`src/rtl/serdes_pkg.sv`:
```
// Shared definitions for the 8-bit LVDS serializer/deserializer pair.
package serdes_pkg;

  localparam logic [7:0] FLAG_BYTE_DEFAULT = 8'h7E;
  localparam logic [9:0] FLAG_WORD         = {2'b00, FLAG_BYTE_DEFAULT};
  localparam logic [9:0] IDLE_WORD         = 10'h000;

  typedef enum logic [0:0] {
    HUNT   = 1'b0,
    LOCKED = 1'b1
  } state_e;

endpackage

```
`src/rtl/deserializer_8b_decode.sv`:
```
// Combinational 8b/10b decoder; datain = {a,b,c,d,e,i,f,g,h,j}, a is the first bit on the line.
// Either running-disparity form of each sub-block is accepted.
module deserializer_8b_decode (
  input  logic [9:0] datain,
  output logic [7:0] dataout,
  output logic       code_err
);

  logic [5:0] abcdei;
  logic [3:0] fghj;
  logic [4:0] edcba;
  logic [2:0] hgf;
  logic       ok6;
  logic       ok4;

  assign abcdei = datain[9:4];
  assign fghj   = datain[3:0];

  always_comb begin
    edcba = 5'd0;
    ok6   = 1'b1;
    case (abcdei)
      6'b100111, 6'b011000: edcba = 5'd0;
      6'b011101, 6'b100010: edcba = 5'd1;
      6'b101101, 6'b010010: edcba = 5'd2;
      6'b110001:            edcba = 5'd3;
      6'b110101, 6'b001010: edcba = 5'd4;
      6'b101001:            edcba = 5'd5;
      6'b011001:            edcba = 5'd6;
      6'b111000, 6'b000111: edcba = 5'd7;
      6'b111001, 6'b000110: edcba = 5'd8;
      6'b100101:            edcba = 5'd9;
      6'b010101:            edcba = 5'd10;
      6'b110100:            edcba = 5'd11;
      6'b001101:            edcba = 5'd12;
      6'b101100:            edcba = 5'd13;
      6'b011100:            edcba = 5'd14;
      6'b010111, 6'b101000: edcba = 5'd15;
      6'b011011, 6'b100100: edcba = 5'd16;
      6'b100011:            edcba = 5'd17;
      6'b010011:            edcba = 5'd18;
      6'b110010:            edcba = 5'd19;
      6'b001011:            edcba = 5'd20;
      6'b101010:            edcba = 5'd21;
      6'b011010:            edcba = 5'd22;
      6'b111010, 6'b000101: edcba = 5'd23;
      6'b110011, 6'b001100: edcba = 5'd24;
      6'b100110:            edcba = 5'd25;
      6'b010110:            edcba = 5'd26;
      6'b110110, 6'b001001: edcba = 5'd27;
      6'b001110:            edcba = 5'd28;
      6'b101110, 6'b010001: edcba = 5'd29;
      6'b011110, 6'b100001: edcba = 5'd30;
      6'b101011, 6'b010100: edcba = 5'd31;
      default:              ok6   = 1'b0;
    endcase
  end

  // Both primary (P7) and alternate (A7) forms decode to 7.
  always_comb begin
    hgf = 3'd0;
    ok4 = 1'b1;
    case (fghj)
      4'b1011, 4'b0100:                   hgf = 3'd0;
      4'b1001:                            hgf = 3'd1;
      4'b0101:                            hgf = 3'd2;
      4'b1100, 4'b0011:                   hgf = 3'd3;
      4'b1101, 4'b0010:                   hgf = 3'd4;
      4'b1010:                            hgf = 3'd5;
      4'b0110:                            hgf = 3'd6;
      4'b1110, 4'b0001, 4'b0111, 4'b1000: hgf = 3'd7;
      default:                            ok4 = 1'b0;
    endcase
  end

  always_comb begin
    code_err = ~(ok6 & ok4);
    dataout  = code_err ? 8'h00 : {hgf, edcba};
  end

endmodule

```
`src/rtl/deserializer_8b.sv`:
```
// Serial receiver: hunts for the raw start flag, then slices fixed-period 10-bit frames
// and 8b/10b-decodes data frames until an end flag or an all-zero frame drops lock.
module deserializer_8b
  import serdes_pkg::*;
#(
  parameter int unsigned FRAME_PERIOD = 11,
  parameter logic [7:0]  FLAG_BYTE    = FLAG_BYTE_DEFAULT
) (
  input  logic       clk,
  input  logic       reset,
  input  logic       serial_i,
  output logic [7:0] data_o,
  output logic       valid_o,
  output logic       flag_o,
  output logic       code_err_o,
  output logic       sync_lost_o,
  output logic       locked_o
);

  localparam logic [9:0] FRAME_FLAG = {2'b00, FLAG_BYTE};
  localparam logic [4:0] CNT_LAST   = 5'(FRAME_PERIOD - 1);

  state_e     state_q, state_d;
  logic [9:0] sr_q, sr_d;
  logic [4:0] cnt_q, cnt_d;
  logic [7:0] data_q, data_d;
  logic       valid_q, valid_d;
  logic       flag_q, flag_d;
  logic       err_q, err_d;
  logic       lost_q, lost_d;
  logic       locked_q, locked_d;

  logic [7:0] dec_data;
  logic       dec_err;

  deserializer_8b_decode u_decode (
    .datain   (sr_q),
    .dataout  (dec_data),
    .code_err (dec_err)
  );

  always_comb begin
    sr_d     = {sr_q[8:0], serial_i};
    cnt_d    = (cnt_q == CNT_LAST) ? 5'd0 : cnt_q + 5'd1;
    state_d  = state_q;
    data_d   = data_q;
    flag_d   = flag_q;
    locked_d = locked_q;
    valid_d  = 1'b0;
    err_d    = 1'b0;
    lost_d   = 1'b0;

    unique case (state_q)
      HUNT: begin
        // Sliding-window search; the frame counter is phased to the detect clock.
        if (sr_q == FRAME_FLAG) begin
          valid_d  = 1'b1;
          flag_d   = 1'b1;
          data_d   = FLAG_BYTE;
          cnt_d    = 5'd0;
          locked_d = 1'b1;
          state_d  = LOCKED;
        end
      end
      LOCKED: begin
        if (cnt_q == CNT_LAST) begin
          if (sr_q == FRAME_FLAG) begin
            valid_d  = 1'b1;
            flag_d   = 1'b1;
            data_d   = FLAG_BYTE;
            locked_d = 1'b0;
            state_d  = HUNT;
          end else if (sr_q == IDLE_WORD) begin
            lost_d   = 1'b1;
            locked_d = 1'b0;
            state_d  = HUNT;
          end else begin
            valid_d = 1'b1;
            flag_d  = 1'b0;
            err_d   = dec_err;
            data_d  = dec_data;
          end
        end
      end
      default: state_d = HUNT;
    endcase
  end

  always_ff @(posedge clk or posedge reset) begin
    if (reset) begin
      state_q  <= HUNT;
      sr_q     <= 10'h000;
      cnt_q    <= 5'd0;
      data_q   <= 8'h00;
      valid_q  <= 1'b0;
      flag_q   <= 1'b0;
      err_q    <= 1'b0;
      lost_q   <= 1'b0;
      locked_q <= 1'b0;
    end else begin
      state_q  <= state_d;
      sr_q     <= sr_d;
      cnt_q    <= cnt_d;
      data_q   <= data_d;
      valid_q  <= valid_d;
      flag_q   <= flag_d;
      err_q    <= err_d;
      lost_q   <= lost_d;
      locked_q <= locked_d;
    end
  end

  assign data_o      = data_q;
  assign valid_o     = valid_q;
  assign flag_o      = flag_q;
  assign code_err_o  = err_q;
  assign sync_lost_o = lost_q;
  assign locked_o    = locked_q;

endmodule

```
`config.mk`:
```
export PLATFORM = sky130hd
export DESIGN_NAME = deserializer_8b
export DESIGN_NICKNAME = d
export VERILOG_FILES = /design/src/rtl/serdes_pkg.sv /design/src/rtl/deserializer_8b_decode.sv /design/src/rtl/deserializer_8b.sv
export SDC_FILE = /design/constraint.sdc
export NUM_CORES = 1
export LEC_CHECK = 0
export CAP_MARGIN = 20
export CORE_AREA = 2 2 62 64
export DETAILED_ROUTE_END_ITERATION = 16
export DIE_AREA = 0 0 64 66
export PLACE_DENSITY = 0.7
export SYNTH_ARGS = -nofsm -noshare
export SYNTH_HDL_FRONTEND = slang
export SYNTH_SLANG_ARGS = --single-unit
```
`constraint.sdc`:
```
create_clock -name clk -period 2.64 [get_ports clk]
set_input_delay 0.528 -clock clk [delete_from_list [all_inputs] [get_ports clk]]
set_output_delay 0.528 -clock clk [all_outputs]
set_load 0.05 [all_outputs]
```
==> results of run 1 <==
[area by class of cell]
class / instances / share of cell area (%)
well taps: 48 / 2.98
clock inverters: 1 / 1.49
inverters: 7 / 1.55
clock buffers: 7 / 2.73
flip-flops and latches: 29 / 36.0
multi-input cells: 143 / 45.2
repair buffers: 22 / 10.1
[synth_stat cells (4+ instances only)]
master	count	area, µm²
nor2_1	18	67.6
o21ai_0	10	50.1
inv_1	6	22.5
nand2b_1	6	37.5
o21ai_1	5	25.0
o31ai_1	5	37.5
nand2_1	14	52.6
a21oi_1	12	60.1
nor2b_1	4	25.0
dfrtp_1	29	726
nand3_1	9	45.0
clkbuf_1	12	45.0
[power groups by stage]
stage	sequential (W)	combinational (W)	clock, W
global route	0.000636	0.000522	0.000409
finish	0.000623	0.000481	0.000386
global placement	0.000619	0.000468	0
detailed placement	0.000625	0.000484	0
floorplan	0.000733	0.000230	0
CTS	0.000622	0.000484	0.000392
[per-layer routing]
| layer | vias to the layer above | track usage [%] |
|---|---|---|
| met5 | - | 0 |
| met4 | 0 | 7.07 |
| met3 | 5 | 6.30 |
| met2 | 46 | 30.9 |
| met1 | 713 | 27.2 |
| li1 | 735 | - |
[how the worst min path moves through the flow]
| stage | start | end | slack (ns) | depth (start not counted) |
|---|---|---|---|---|
| after global routing | cnt_q[0]$_DFF_PP0_ | cnt_q[0]$_DFF_PP0_ | 0.54 | 1 |
| after global placement | cnt_q[0]$_DFF_PP0_ | cnt_q[0]$_DFF_PP0_ | 0.47 | 1 |
| after CTS | cnt_q[0]$_DFF_PP0_ | cnt_q[0]$_DFF_PP0_ | 0.51 | 1 |
| final | cnt_q[0]$_DFF_PP0_ | cnt_q[0]$_DFF_PP0_ | 0.50 | 1 |
| after detailed placement | cnt_q[0]$_DFF_PP0_ | cnt_q[0]$_DFF_PP0_ | 0.49 | 1 |
| after floorplan | sr_q[4]$_DFF_PP0_ | sr_q[5]$_DFF_PP0_ | 0.35 | 0 |
[critical path: stages (launching register included)]
cell     delay, ns
dfrtp_1       0.56
or4_1         0.66
nor3_1        0.38
nor4_2        0.19
and2_4        0.20
a22o_1        0.19
[metrics by stage]
stage | worst slack (ns) | utilization, %
5_1_grt | 0.241 | 56.8
4_1_cts | 0.423 | 56.8
2_1_floorplan | 0.573 | -
3_5_place_dp | 0.448 | 54.4
6_report | 0.347 | 56.8
3_3_place_gp | 0.499 | 54.4
[kinds of logic after synthesis]
kind of cell / after synthesis / share of synthesized area [%]
AO/OA/AOI/OAI: 55 / 21.1
XOR/XNOR: 5 / 2.52
adder cells (fa/ha/maj): 2 / 1.44
buffers and inverters: 23 / 5.76
flip-flops: 29 / 41.8
multiplexers: 1 / 0.576
AND/OR/NAND/NOR: 80 / 26.8
[flip-flops by register name, summed over array words and instances, names as in the netlist]
| name | flops |
|---|---|
| code_err_o | 1 |
| valid_o | 1 |
| sr_q | 10 |
| sync_lost_o | 1 |
| locked_o | 1 |
| data_o | 8 |
| cnt_q | 5 |
| state_q | 1 |
| flag_o | 1 |
==> qor.yml, run 1 <==
run_status:
  status: "completed"
timing:
  tns_ns: 0
  layout_min_cycle_time_ns: 2.29
  maxSlewViolCount: 0
  tightest_slew_ns: 0.780
  hold_viol: 0
  rsz0062_at_grt: "no"
  hold-worst-slack_ns: 0.503
  post-route-period-util_pct: 86.8
  finClkSkew_ns: 0.00807
  slew-limit-headroom_pct: 47.6
  fmax_mhz: 436
  setup-violations-final: 0
route:
  wl_met2_um: 1780
  dr.max_layer_used: "met4"
  wl_met1_um: 1780
  drtAntennaViolNets: 0
  via_count: 1499
  routed_wl_um: 3830
  route.met3.wl_um: 227
  routed_via_density: 5.83
  wl_per_cell_um: 14.9
  first_pass_iters: 4
  drt_iter0_markers: 68
  drc: 0
final_layout:
  final_common_cell: "dfrtp_1"
  drive_above_1_share_pct: 13.4
  layout_common_cells: "dfrtp_1 (29), nor2_1 (18), clkdlybuf4s50_1 (15), nand2_1 (14), a21oi_1 (12)"
  antenna_cells: 0
  n_fill_cell: 306
  instances_no_fill: 257
  nets: 213
  final_cell_area_um2: 2020
  multiInputGateArea_um2: 911
  seq_area_um2: 726
  area_delta_synth_final_pct: 16.1
global_route:
  grt_overflow: 0
  grt_pass1_wl_um: 6520
  grt.total_usage_pct: 20.3
  grt_max_degree: 30
  antenna_found_initial: 0
  grt_pass1_vias: 1390
clock_network:
  cts_tree: "done"
  cts_setup_buffers: 0
  clock_insertion_delay_worst_skew_ns: 0.34
  h-tree-depth: 2
  cts_buffer_depth: 2
  ctsHoldBuffers: 0
  cts_buffers: 5
  clock-sinks: 29
  post_cts_resized: 0
  clockRootBuffer: "clkbuf_4"
  clkTransAtPathRegs_ns: 0.10
pwr:
  power_switching_w: 0.000543
  vdd_drop_max_uv: 458
  clockPowerShare_pct: 25.9
  p_sw_share_pct: 36.5
  combPwrFrac_pct: 32.3
  p_seq_share_pct: 41.8
  p_int_w: 0.000947
  p_per_area_nw_per_um2: 739
  p_leak_nw: 0.817
  p_total_w: 0.00149
yosys:
  syn_nets: 200
  yosys_warnings: 0
  syn_area_um2: 1740
  synth-seq-cells: 29
  synthFlopType: "dfrtp_1"
  syn_area_per_cell_um2: 8.91
  synthArstFlopShare_pct: 100
  synth_edf_count: 0
  synth_cell_types: 51
  synthCells: 195
  yosysSeqAreaShare_pct: 41.8
floorplan:
  die-area_um2: 4220
  start_util_pct: 48.9
  die_w_um: 64
  fp.dieH_um: 66
  design.core.area_um2: 3550
  num_rows: 22
  ios: 16
setup_path:
  cp_max_fo: 16
  crit_start: "sr_q[7]$_DFF_PP0_"
  reg2reg_from: "sr_q[7]$_DFF_PP0_"
  reg2regPathDepth: 5
  cp-end-kind: "flop"
  critPathKind: "reg -> reg"
  cp-start-kind: "flop"
  arrival_ns: 2.52
  rr_endpoint: "data_o[7]$_DFFE_PP0P_"
  endpoint: "data_o[7]$_DFFE_PP0P_"
  cp_data_required_time_ns: 2.87
  rrSetupSlack_ns: 0.35
placed_design:
  dpl-instance-area_um2: 1930
  routabilityCongestion: 0.808
  hpwl_um: 2540
  place.port_buffers: 15
  place_inst: 249
hold_path:
  hp-class: "reg -> reg"
job:
  maxCapViolCount: 0
No activity file was read; power rests on OpenSTA's default activity.
==> inputs of run 2 (changes only) <==
- ABC_CLOCK_PERIOD_IN_PS: not set -> 2640
- CTS_CLUSTER_SIZE: not set -> 12
==> results of run 2 <==
Same layout as run 1: the final DEF is identical, and so are final timing and power.
